`src/rtl/decoder_seq_pkg.sv`:
```
// decoder_seq_pkg
//   Shared definitions for the sequenced one-hot decoder: the load-time
//   mode codes and the controller state encoding.
package decoder_seq_pkg;

  localparam logic [1:0] MODE_DIRECT = 2'b00;
  localparam logic [1:0] MODE_SCAN   = 2'b01;
  localparam logic [1:0] MODE_PULSE  = 2'b10;
  localparam logic [1:0] MODE_RSVD   = 2'b11;

  typedef enum logic [1:0] {
    ST_IDLE   = 2'b00,
    ST_DIRECT = 2'b01,
    ST_SCAN   = 2'b10,
    ST_PULSE  = 2'b11
  } state_t;

endpackage

```
`src/rtl/decoder_seq_onehot_dec.sv`:
```
// onehot_dec
//   Purely combinational index -> one-hot decoder.
//   Ports:
//     idx  in  SEL_W  channel index
//     out  out OUT_N  one-hot of idx; all zero when idx >= OUT_N
module onehot_dec #(
  parameter int SEL_W = 3,
  parameter int OUT_N = 8
) (
  input  logic [SEL_W-1:0] idx,
  output logic [OUT_N-1:0] out
);

  // An index past the last channel matches no bit, so it decodes to zero.
  for (genvar gi = 0; gi < OUT_N; gi++) begin : g_bit
    assign out[gi] = (idx == SEL_W'(gi));
  end

endmodule

```
`src/rtl/decoder_seq.sv`:
```
// decoder_seq
//   Registered one-hot channel selector with three load-selected modes:
//   direct (follows live sel), scan (rotates channels with a dwell time)
//   and pulse (one channel for dwell+1 cycles, then idle).
//   Ports:
//     clk         in   rising-edge clock
//     rst_n       in   asynchronous active-low reset
//     en          in   global enable; low forces idle with outputs cleared
//     load        in   strobe capturing mode/sel/dwell and starting work
//     mode        in   00 direct, 01 scan, 10 pulse, 11 reserved (idle)
//     sel         in   channel index (direct) or start index (scan/pulse)
//     dwell       in   scan cycles per channel / pulse length, minus one
//     out         out  registered one-hot channel select
//     active_idx  out  index of the asserted out bit, 0 when out is zero
//     busy        out  high while scanning or pulsing
//     wrap        out  one-cycle flag when scan moves from OUT_N-1 to 0
module decoder_seq
  import decoder_seq_pkg::*;
#(
  parameter int SEL_W   = 3,
  parameter int OUT_N   = 8,
  parameter int DWELL_W = 8
) (
  input  logic               clk,
  input  logic               rst_n,
  input  logic               en,
  input  logic               load,
  input  logic [1:0]         mode,
  input  logic [SEL_W-1:0]   sel,
  input  logic [DWELL_W-1:0] dwell,
  output logic [OUT_N-1:0]   out,
  output logic [SEL_W-1:0]   active_idx,
  output logic               busy,
  output logic               wrap
);

  localparam logic [SEL_W-1:0] LAST_IDX = SEL_W'(OUT_N - 1);

  state_t             state_q, state_d;
  logic [SEL_W-1:0]   idx_q, idx_d;
  logic [DWELL_W-1:0] cnt_q, cnt_d;
  logic [DWELL_W-1:0] dwell_cap_q, dwell_cap_d;
  logic [OUT_N-1:0]   out_q, out_d;
  logic [SEL_W-1:0]   active_idx_q, active_idx_d;
  logic               busy_q, busy_d;
  logic               wrap_q, wrap_d;

  logic [SEL_W-1:0]   dec_idx;
  logic               dec_on;
  logic [OUT_N-1:0]   dec_out;
  logic               sel_in_range;
  logic [SEL_W-1:0]   next_idx;

  onehot_dec #(
    .SEL_W (SEL_W),
    .OUT_N (OUT_N)
  ) u_dec (
    .idx (dec_idx),
    .out (dec_out)
  );

  // Widen by one bit so OUT_N == 2**SEL_W compares correctly.
  assign sel_in_range = ({1'b0, sel} < (SEL_W + 1)'(OUT_N));
  assign next_idx     = (idx_q == LAST_IDX) ? '0 : idx_q + SEL_W'(1);

  always_comb begin
    state_d     = state_q;
    idx_d       = idx_q;
    cnt_d       = cnt_q;
    dwell_cap_d = dwell_cap_q;
    wrap_d      = 1'b0;
    dec_idx     = idx_q;
    dec_on      = 1'b0;

    if (!en) begin
      state_d = ST_IDLE;
      cnt_d   = '0;
    end else if (load) begin
      dwell_cap_d = dwell;
      cnt_d       = '0;
      case (mode)
        MODE_DIRECT: state_d = ST_DIRECT;
        MODE_SCAN: begin
          state_d = ST_SCAN;
          idx_d   = sel_in_range ? sel : '0;
        end
        MODE_PULSE: begin
          // An unreachable channel makes the pulse a no-op.
          if (sel_in_range) begin
            state_d = ST_PULSE;
            idx_d   = sel;
          end else begin
            state_d = ST_IDLE;
          end
        end
        default: state_d = ST_IDLE;
      endcase
    end else begin
      case (state_q)
        ST_SCAN: begin
          if (cnt_q == dwell_cap_q) begin
            cnt_d  = '0;
            idx_d  = next_idx;
            wrap_d = (idx_q == LAST_IDX);
          end else begin
            cnt_d = cnt_q + DWELL_W'(1);
          end
        end
        ST_PULSE: begin
          // cnt_q == dwell_cap_q marks the last of dwell+1 asserted cycles.
          if (cnt_q == dwell_cap_q) begin
            state_d = ST_IDLE;
            cnt_d   = '0;
          end else begin
            cnt_d = cnt_q + DWELL_W'(1);
          end
        end
        default: ;
      endcase
    end

    // Outputs are decoded from the next state so they land on the same edge.
    case (state_d)
      ST_DIRECT: begin
        dec_idx = sel;
        dec_on  = 1'b1;
      end
      ST_SCAN, ST_PULSE: begin
        dec_idx = idx_d;
        dec_on  = 1'b1;
      end
      default: ;
    endcase

    out_d        = dec_on ? dec_out : '0;
    active_idx_d = (out_d != '0) ? dec_idx : '0;
    busy_d       = (state_d == ST_SCAN) || (state_d == ST_PULSE);
  end

  always_ff @(posedge clk or negedge rst_n) begin
    if (!rst_n) begin
      state_q      <= ST_IDLE;
      idx_q        <= '0;
      cnt_q        <= '0;
      dwell_cap_q  <= '0;
      out_q        <= '0;
      active_idx_q <= '0;
      busy_q       <= 1'b0;
      wrap_q       <= 1'b0;
    end else begin
      state_q      <= state_d;
      idx_q        <= idx_d;
      cnt_q        <= cnt_d;
      dwell_cap_q  <= dwell_cap_d;
      out_q        <= out_d;
      active_idx_q <= active_idx_d;
      busy_q       <= busy_d;
      wrap_q       <= wrap_d;
    end
  end

  assign out        = out_q;
  assign active_idx = active_idx_q;
  assign busy       = busy_q;
  assign wrap       = wrap_q;

endmodule
```
`config.mk`:
```
export PLATFORM = sky130hd
export DESIGN_NAME = decoder_seq
export DESIGN_NICKNAME = d
export VERILOG_FILES = /design/src/rtl/decoder_seq_pkg.sv /design/src/rtl/decoder_seq_onehot_dec.sv /design/src/rtl/decoder_seq.sv
export SDC_FILE = /design/constraint.sdc
export NUM_CORES = 1
export LEC_CHECK = 0
export ABC_AREA = 1
export CAP_MARGIN = 20
export CORE_ASPECT_RATIO = 1.1
export CORE_UTILIZATION = 40
export DETAILED_ROUTE_END_ITERATION = 8
export PLACE_DENSITY = 0.72
export SETUP_SLACK_MARGIN = 0.02
export SYNTH_ARGS = -nofsm -noshare
export SYNTH_HDL_FRONTEND = slang
export SYNTH_HIERARCHICAL = 1
export SYNTH_SLANG_ARGS = --single-unit
export TNS_END_PERCENT = 5
```
`constraint.sdc`:
```
create_clock -name clk -period 3.88 [get_ports clk]
set_clock_uncertainty 0.1 [all_clocks]
set_input_delay 0.582 -clock clk [delete_from_list [all_inputs] [get_ports clk]]
set_output_delay 0.582 -clock clk [all_outputs]
set_load 0.03 [all_outputs]
```
==> results of run 1 <==
[state kept, by name (all words and copies together), names as in the netlist]
register,flops
wrap,1
out,8
active_idx,3
busy,1
cnt_q,8
state_q,2
idx_q,3
dwell_cap_q,8
[through the flow]
stage          instances  total power, mW
2_1_floorplan        246            0.542
4_1_cts              336            0.888
3_5_place_dp         328            0.614
6_report             336            0.876
3_3_place_gp         328            0.609
5_1_grt              336            0.934
[cells in the mapped netlist (all sizes together)]
library cell  count  share of area (%)
o31ai             1               0.41
nand3             6                1.6
o41ai             2               0.95
nor2             34                7.7
nand4             7                3.2
clkbuf            1               0.20
xnor2             3                1.4
a211oi            1               0.41
ha                5                3.4
inv              44                8.9
a21oi             5                1.4
buf               1               0.61
nand2            83                 18
o21ai            14                4.2
xor2              4                1.9
nor3              1               0.27
dfrtp            34                 46
[final cells by class]
class	count	area, sq um	area share [%]
Timing Repair Buffer	30	298	13.0
Sequential cell	34	851	37.1
Multi-Input combinational cell	166	820	35.7
Clock buffer	6	82.6	3.60
Tap cell	54	67.6	2.94
Inverter	44	165	7.19
Clock inverter	2	12.5	0.545
[critical path, cell delays in order]
cell	delay (ns)
clkdlybuf4s50_1	0.49
inv_1	0.05
ha_1	0.36
nand2_1	0.12
o21ai_2	0.08
o21ai_2	0.41
nand2_1	0.09
nand2_1	0.08
inv_1	0.04
nand2_1	0.11
inv_1	0.08
nand2_1	0.09
nor2_1	0.06
o41ai_1	0.41
nand2_1	0.16
nand2_1	0.10
inv_1	0.04
[metal layers]
metal | vias up | share of wire (%)
li1 | 824 | -
met4 | 0 | 1.4
met2 | 35 | 50
met5 | - | 0
met1 | 724 | 45
met3 | 4 | 4.3
[power by group through the flow]
| stage | logic [mW] | clock network, mW | registers, mW |
|---|---|---|---|
| 2_1_floorplan | 0.119 | 0 | 0.422 |
| 3_3_place_gp | 0.203 | 0 | 0.407 |
| 3_5_place_dp | 0.207 | 0 | 0.407 |
| 4_1_cts | 0.209 | 0.279 | 0.400 |
| 5_1_grt | 0.235 | 0.295 | 0.403 |
| 6_report | 0.208 | 0.269 | 0.400 |
[cells by family after synthesis]
group / after synthesis
DFF: 34
adders and majority gates: 5
buffers and inverters: 46
and+or+nand+nor: 131
AOI/OAI and AO/OA: 23
xor gates and xnor gates: 7
[how the worst max path moves through the flow]
stage / from / end / depth (start not counted)
global route: load / active_idx[0] / 17
detailed placement: mode[0] / active_idx[0] / 17
finish: mode[1] / active_idx[0] / 17
global placement: mode[0] / active_idx[1] / 17
floorplan: mode[0] / active_idx[0] / 17
CTS: mode[1] / active_idx[0] / 17
==> metrics.csv, run 1 <==
stage,metric,value,unit
global_route,vias in the first global route,1468,
clock_network,# clock sinks,34,
power,Sequential Power Share,45.6,%
synth,Synth Warn #,6,
drt,Post-Route WL,3740,um
drt,DR pass1 iterations,4,
power,Comb power frac,23.7,%
power,leakage power,1.15,nW
min_path,hold path depth,2,
synth,register area share after synthesis,46.0,%
sta,Worst slew margin,59.4,%
cells_and_area,ANT cells,0,
critical_path,"Req. time, crit path",3.96,ns
cells_and_area,most frequent cells in the layout,"78 x nand2_1, 40 x inv_1, 34 x dfrtp_1, 32 x nor2_1, 29 x clkdlybuf4s50_1",
critical_path,worst r2r dst,active_idx[0],
global_route,largest net degree at the start of global routing,35,
sta,worst setup margin,0.625,ns
placed_design,dpl hpwl,2840,um
cells_and_area,Area Overhead vs Synth,24.1,%
floorplan,initial core utilization,42.3,%
cells_and_area,"Core Util, Final",52.4,%
synth,#FFs+latches synth,34,
critical_path,Worst Setup Path Type,input pin to flop,
clock_network,CTS tree,built,
min_path,Hold Path Class,flop to flop,
clock_network,setup bufs post-CTS,0,
cells_and_area,# fillers,434,
min_path,Hold Crit Start,dwell_cap_q[6],
synth,Simple-Gate Fraction of Synth Area,30.3,%
sta,worst-margin pin slew,0.602,ns
clock_network,root buffer cell,clkbuf_8,
critical_path,Worst R2R Path Depth,18,
synth,Synth Area in Compound Gates,7.30,%
critical_path,Worst setup EP type,flop,
power,Switching Fraction,31.4,%
drt,Final ANT Viol Nets,0,
sta,min cycle time layout,3.25,ns
synth,area share of fa/ha/maj cells after synthesis,3.38,%
clock_network,post_cts resized,0,
synth,Synth Area in XOR/XNOR,3.31,%
synth,"Cell Area, Synth",1850,sq um
global_route,met1 Track Usage GR,22.9,%
sta,RSZ-0062 raised after global routing,no,
power,PD cells,382,nW/um^2
floorplan,Die Y,73.3,um
cells_and_area,fraction of layout cells with a size suffix above 1,8.16,%
clock_network,Clock transition at path regs,0.07,ns
synth,largest family of logic cells by synthesized area,simple AND/OR/NAND/NOR gates,
sta,fin. max-slew vios,0,
cells_and_area,"Net count, final",303,
sta,final hold viol count,0,
global_route,Tot GR Track Use,17.6,%
cells_and_area,final instance area,2300,sq um
cells_and_area,"commonest non-fill, non-tap cell in the layout",nand2_1,
floorplan,core box area,4380,sq um
placed_design,PortBufs,29,
sta,Setup Total Neg Slack,0,ns
run_status,status,finished clean,
clock_network,Max Root-Sink Buffers,2,
critical_path,CP max FO,11,
clock_network,CTS buffer count,5,
min_path,endpoint of the worst hold path,dwell_cap_q[6],
power,Pint,0.601,mW
global_route,most used routing layer,met2,
clock_network,Worst-Skew Late Latency,0.28,ns
synth,"Avg Cell Area, Syn",7.52,sq um
global_route,first-pass GRT wire length,6470,um
placed_design,gp weighted congestion,0.905,
global_route,routing usage on met3,4.19,%
synth,post-synth net total,268,
global_route,initial antenna violation count,0,
drt,post-DR wirelength/cell,11.1,um
synth,mux contribution to synthesized area,0,%
critical_path,flop2flop setup slack,1.13,ns
floorplan,Die Area,4900,sq um
power,Worst VDD drop,0.000244,V
sta,final setup vio count,0,
drt,1st-iter DRT viols,126,
flow_run,maxcap violations,0,
synth,unique cell type count in the Yosys netlist,22,
critical_path,CP Data Arrival Time,3.34,ns
sta,Fmax,307,MHz
power,clock share of power,30.6,%
global_route,remaining global-route overflow,0,
drt,vias per inst,4.72,
placed_design,pre-CTS setup slack,0.402,ns
power,Sw Pwr,0.276,mW
clock_network,hold_buf cts,0,
placed_design,Placed Area,2200,sq um
floorplan,Die Wd,66.9,um
clock_network,htree depth,2,
synth,Post-Syn Instances,246,
drt,vias after detailed routing,1587,
critical_path,startpoint types,input pin,
floorplan,row count,25,
sta,Tcrit/Tclk final,83.9,%
sta,Hold Slack,0.409,ns
critical_path,worst r2r src,cnt_q[0],
drt,drt drc,0,
floorplan,IO Count,30,
global_route,met2 Use GR,28.5,%
No activity file was read; power rests on OpenSTA's default activity.
==> run 2, diff against run 1 <==
Settings changed: PLACE_DENSITY 0.72 to 0.74.
Clock period 3.88 ns to 2.9 ns, I/O delays scaled along.
==> metrics.csv, run 2 (synthesized netlist as in run 1, its figures left out) <==
stage,metric,value,unit
run_status,status,finished clean,
floorplan,row count,25,
cells_and_area,"commonest non-fill, non-tap cell in the layout",nand2_1,
drt,1st-iter DRT viols,82,
sta,final hold viol count,0,
critical_path,Worst Setup Path Type,input pin to flop,
critical_path,CP startpoint,mode[1],
drt,vias after detailed routing,1646,
drt,Post-Route WL,3900,um
clock_network,Max Root-Sink Buffers,2,
sta,RSZ-0062 raised after global routing,no,
power,leakage power,1.23,nW
floorplan,Die Area,4900,sq um
floorplan,IO Count,30,
critical_path,flop2flop setup slack,0.35,ns
global_route,remaining global-route overflow,0,
clock_network,# clock sinks,34,
drt,DR pass1 iterations,4,
min_path,hold path depth,2,
power,Sw Pwr,0.375,mW
placed_design,pre-CTS setup slack,-0.131,ns
power,Sequential Power Share,42.0,%
sta,final setup vio count,0,
sta,Setup Total Neg Slack,0,ns
sta,Tcrit/Tclk final,93.8,%
critical_path,"Req. time, crit path",2.99,ns
power,PD cells,526,nW/um^2
critical_path,Worst setup EP type,flop,
cells_and_area,# fillers,406,
sta,fin. max-slew vios,0,
power,Worst VDD drop,0.000250,V
min_path,endpoint of the worst hold path,dwell_cap_q[3],
sta,worst setup margin,0.178,ns
clock_network,root buffer cell,clkbuf_8,
placed_design,gp weighted congestion,0.926,
sta,min cycle time layout,2.72,ns
power,clock share of power,33.6,%
clock_network,Clock transition at path regs,0.07,ns
cells_and_area,most frequent cells in the layout,"78 x nand2_1, 40 x inv_1, 34 x dfrtp_1, 32 x nor2_1, 29 x clkdlybuf4s50_1",
critical_path,Worst R2R Path Depth,18,
sta,worst-margin pin slew,0.626,ns
min_path,Hold Path Class,flop to flop,
power,Comb power frac,24.4,%
critical_path,CP Data Arrival Time,2.81,ns
global_route,vias in the first global route,1622,
power,Switching Fraction,29.5,%
floorplan,initial core utilization,42.3,%
floorplan,core box area,4380,sq um
cells_and_area,Layout Cells excl Fill,351,
critical_path,CP max FO,6,
sta,Worst slew margin,57.8,%
critical_path,worst r2r dst,active_idx[0],
flow_run,maxcap violations,0,
clock_network,CTS tree,built,
placed_design,PortBufs,29,
clock_network,hold_buf cts,0,
floorplan,Die Wd,66.9,um
drt,post-DR wirelength/cell,11.1,um
clock_network,CTS buffer count,5,
floorplan,Die Y,73.3,um
critical_path,worst r2r src,cnt_q[0],
power,Pint,0.898,mW
drt,drt drc,0,
critical_path,startpoint types,input pin,
global_route,Tot GR Track Use,18.2,%
drt,vias per inst,4.69,
placed_design,dpl hpwl,2970,um
cells_and_area,fraction of layout cells with a size suffix above 1,12.1,%
clock_network,htree depth,2,
global_route,largest net degree at the start of global routing,35,
cells_and_area,Area Overhead vs Synth,30.8,%
cells_and_area,ANT cells,0,
global_route,first-pass GRT wire length,6620,um
global_route,initial antenna violation count,0,
clock_network,Worst-Skew Late Latency,0.29,ns
placed_design,placed cells,342,
drt,Final ANT Viol Nets,0,
sta,Fmax,367,MHz
min_path,Hold Crit Start,dwell_cap_q[3],
cells_and_area,"Net count, final",318,
[run 2: cell count changes in the layout (fill, tap and decap cells not counted)]
cell        change
clkinv_2        -1
buf_4          +15
clkbuf_8        -1
o21ai_1         +1
bufinv_16       +1
o21ai_0         -1
clkinvlp_4      -1
clkbuf_1        +2
[run 2: cell type report]
type / count / area, sq um / share of cell area, %
clock buffer: 7 / 76.3 / 3.15
multi-input combinational: 166 / 820 / 33.9
timing repair buffer: 45 / 410 / 17.0
clock inverter: 1 / 30.0 / 1.24
inverter: 44 / 165 / 6.83
sequential: 34 / 851 / 35.2
tap: 54 / 67.6 / 2.79
[run 2: metrics by stage]
stage / power (mW) / cell area (sq um) / utilization, % / hold slack, ns
after floorplan: 0.725 / 1850 / - / 0.0394
after global placement: 0.846 / 2310 / 52.7 / 0.392
after detailed placement: 0.853 / 2310 / 52.7 / 0.395
after CTS: 1.29 / 2410 / 55.1 / 0.414
after global routing: 1.35 / 2420 / 55.3 / 0.446
final: 1.27 / 2420 / 55.3 / 0.407
[run 2: how the worst max path moves through the flow]
stage	end	slack [ns]	cells after the start
detailed placement	active_idx[0]	-0.13	17
global route	active_idx[0]	0.03	17
floorplan	active_idx[0]	0.49	17
finish	active_idx[0]	0.18	17
CTS	active_idx[0]	0.18	17
global placement	active_idx[1]	-0.05	17
[run 2: power groups by stage]
| stage | combinational (mW) | sequential, mW | clock (mW) |
|---|---|---|---|
| after global placement | 0.302 | 0.544 | 0 |
| after detailed placement | 0.309 | 0.544 | 0 |
| final | 0.310 | 0.535 | 0.428 |
| after CTS | 0.311 | 0.536 | 0.441 |
| after floorplan | 0.160 | 0.565 | 0 |
| after global routing | 0.349 | 0.540 | 0.460 |
[run 2: critical path, stage by stage]
cell             delay (ns)
clkdlybuf4s50_1        0.50
inv_1                  0.06
ha_1                   0.34
nand2_1                0.13
o21ai_2                0.08
o21ai_2                0.21
nand2_2                0.06
nand2_1                0.06
inv_1                  0.04
nand2_2                0.07
inv_1                  0.06
nand2_1                0.08
nor2_1                 0.06
o41ai_1                0.36
nand2_1                0.14
nand2_1                0.09
inv_1                  0.04
[run 2: what timing repair did]
item | in CTS | in global routing
gates resized for setup | 0 | 1
buffers inserted | 0 | 1
endpoints found under the setup margin | 0 | 3
[run 2: metal layers]
metal	up-vias	share of wire, %	track usage, %
met3	6	4.1	4.66
met1	747	42	19.7
li1	853	-	-
met5	-	0	0
met4	0	1.4	6.62
met2	40	53	33.4
==> run 3, diff against run 2 <==
Settings changed: PLACE_DENSITY 0.74 to 0.71, SYNTH_HIERARCHICAL 1 to not set, TNS_END_PERCENT 5 to not set.
Clock period 2.9 ns to 2.8 ns, I/O delays scaled along.
==> metrics.csv, run 3 <==
stage,metric,value,unit
placed_design,dpl hpwl,3010,um
floorplan,IO Count,30,
sta,min cycle time layout,2.19,ns
clock_network,Clock transition at path regs,0.08,ns
sta,worst-margin pin slew,0.490,ns
sta,Worst slew margin,67.3,%
drt,DR pass1 iterations,4,
global_route,remaining global-route overflow,0,
critical_path,flop2flop setup slack,0.82,ns
synth,Synth Warn #,0,
cells_and_area,"Core Util, Final",52.2,%
synth,"Async S/R FF share, synth",100,%
critical_path,CP startpoint,mode[1],
clock_network,CTS buffer count,5,
floorplan,Die Y,74.7,um
sta,RSZ-0062 raised after global routing,no,
cells_and_area,most frequent cells in the layout,"66 x nand2_1, 39 x nor2_1, 34 x dfrtp_1, 33 x inv_1, 29 x clkdlybuf4s50_1",
critical_path,Worst Setup Path Type,input pin to flop,
synth,synth top area cells,"dfrtp_1 44%, nand2_1 13%, nor2_1 7.6%",
drt,vias per inst,4.91,
sta,fin. max-slew vios,0,
run_status,status,finished clean,
cells_and_area,"commonest non-fill, non-tap cell in the layout",nand2_1,
synth,Synth top area share,44.3,%
synth,Main synth FF type,dfrtp_1,
synth,unique cell type count in the Yosys netlist,26,
clock_network,Max Root-Sink Buffers,2,
clock_network,hold_buf cts,0,
synth,"Avg Cell Area, Syn",7.59,sq um
cells_and_area,"Net count, final",314,
power,leakage power,1.21,nW
drt,vias after detailed routing,1707,
drt,drt drc,0,
critical_path,worst r2r dst,out[0],
drt,1st-iter DRT viols,72,
synth,Synth top cells by count,"66 x nand2_1, 39 x nor2_1, 34 x dfrtp_1",
global_route,Tot GR Track Use,18.3,%
critical_path,Worst R2R Path Depth,12,
sta,final hold viol count,0,
synth,post-synth net total,276,
power,Worst VDD drop,0.000273,V
synth,largest area contributor in the netlist,dfrtp_1,
global_route,vias in the first global route,1640,
cells_and_area,Layout Cells excl Fill,348,
cells_and_area,multi-input logic area,906,sq um
clock_network,root buffer cell,clkbuf_8,
sta,Setup Total Neg Slack,0,ns
floorplan,Die Wd,68.0,um
cells_and_area,register area,851,sq um
clock_network,setup bufs post-CTS,0,
critical_path,"Req. time, crit path",2.92,ns
clock_network,Worst-Skew Late Latency,0.30,ns
global_route,met2 Use GR,31.6,%
clock_network,htree depth,2,
min_path,Hold Path Class,input pin to async pin,
cells_and_area,fraction of layout cells with a size suffix above 1,13.0,%
drt,Post-Route WL,4010,um
drt,Final ANT Viol Nets,0,
synth,#FFs+latches synth,34,
clock_network,post_cts resized,0,
floorplan,Die Area,5080,sq um
synth,top-count cell post-synth,nand2_1,
flow_run,maxcap violations,0,
drt,post-DR wirelength/cell,11.5,um
global_route,largest net degree at the start of global routing,35,
floorplan,core box area,4620,sq um
placed_design,pre-CTS setup slack,0.318,ns
global_route,met1 Track Usage GR,21.3,%
placed_design,gp weighted congestion,0.869,
sta,Tcrit/Tclk final,78.1,%
critical_path,Worst setup EP type,flop,
critical_path,worst r2r src,cnt_q[1],
power,PD cells,537,nW/um^2
cells_and_area,Area Overhead vs Synth,25.7,%
placed_design,PortBufs,29,
floorplan,initial core utilization,41.5,%
sta,worst setup margin,0.612,ns
global_route,initial antenna violation count,0,
critical_path,startpoint types,input pin,
critical_path,CP Data Arrival Time,2.31,ns
synth,Post-Syn Instances,253,
global_route,routing usage on met3,5.61,%
placed_design,placed cells,340,
synth,register area share after synthesis,44.3,%
cells_and_area,ANT cells,0,
global_route,most used routing layer,met2,
sta,Fmax,457,MHz
synth,Post-synth EDFFs,0,
critical_path,CP max FO,9,
synth,"Cell Area, Synth",1920,sq um
sta,final setup vio count,0,
global_route,first-pass GRT wire length,6840,um
clock_network,CTS tree,built,
floorplan,row count,26,
clock_network,# clock sinks,34,
cells_and_area,# fillers,462,
==> run 3: metrics by stage <==
step / area [sq um] / power [mW] / hold slack (ns)
final: 2410 / 1.30 / 0.442
after global routing: 2410 / 1.37 / 0.469
after CTS: 2410 / 1.32 / 0.444
after detailed placement: 2300 / 0.849 / 0.432
after global placement: 2300 / 0.844 / 0.424
after floorplan: 1920 / 0.743 / 0.0244
==> run 3: layout make-up <==
cell class | count | area share, %
repair buffers | 32 | 13.0
clock inverters | 3 | 1.87
well taps | 56 | 2.90
inverters | 41 | 6.59
multi-input cells | 177 | 37.6
flip-flops and latches | 34 | 35.3
clock buffers | 5 | 2.85
==> run 3: worst max-delay path: stages <==
cell and delay, ns:
clkdlybuf4s50_1 0.50, inv_1 0.05, ha_1 0.40, nand3_1 0.17, o21ai_4 0.10, nand2_4 0.12
nand4_1 0.15, nand2_1 0.07, nor2_1 0.15, nand2_1 0.09, nor2_1 0.10
==> run 3: power by group <==
group          internal (mW)  switching [mW]  leakage (nW)
clock network          0.265           0.193        0.0504
logic                  0.111           0.174         0.723
registers              0.529          0.0240         0.438
total                  0.905           0.391          1.21
==> run 3: logic make-up after synthesis <==
family                     Yosys count  synth area share (%)
AOI/OAI and AO/OA                   25                  7.43
and+or+nand+nor                    145                  35.4
adders and majority gates            6                  3.91
DFF                                 34                  44.3
buffers and inverters               42                  8.47
xor gates and xnor gates             1                 0.456
==> run 3: layer usage <==
metal | vias up | wire length [um]
met3 | 3 | 208
met2 | 40 | 2050
met4 | 0 | 29
li1 | 866 | -
met1 | 798 | 1730
met5 | - | 0
==> run 3: how the worst max path moves through the flow <==
| stage | endpoint | slack, ns | depth (start not counted) |
|---|---|---|---|
| after floorplan | out[3] | 0.99 | 10 |
| after global placement | out[1] | 0.37 | 11 |
| after detailed placement | out[5] | 0.32 | 11 |
| after CTS | out[5] | 0.62 | 11 |
| after global routing | cnt_q[7] | 0.46 | 13 |
| final | out[5] | 0.61 | 11 |
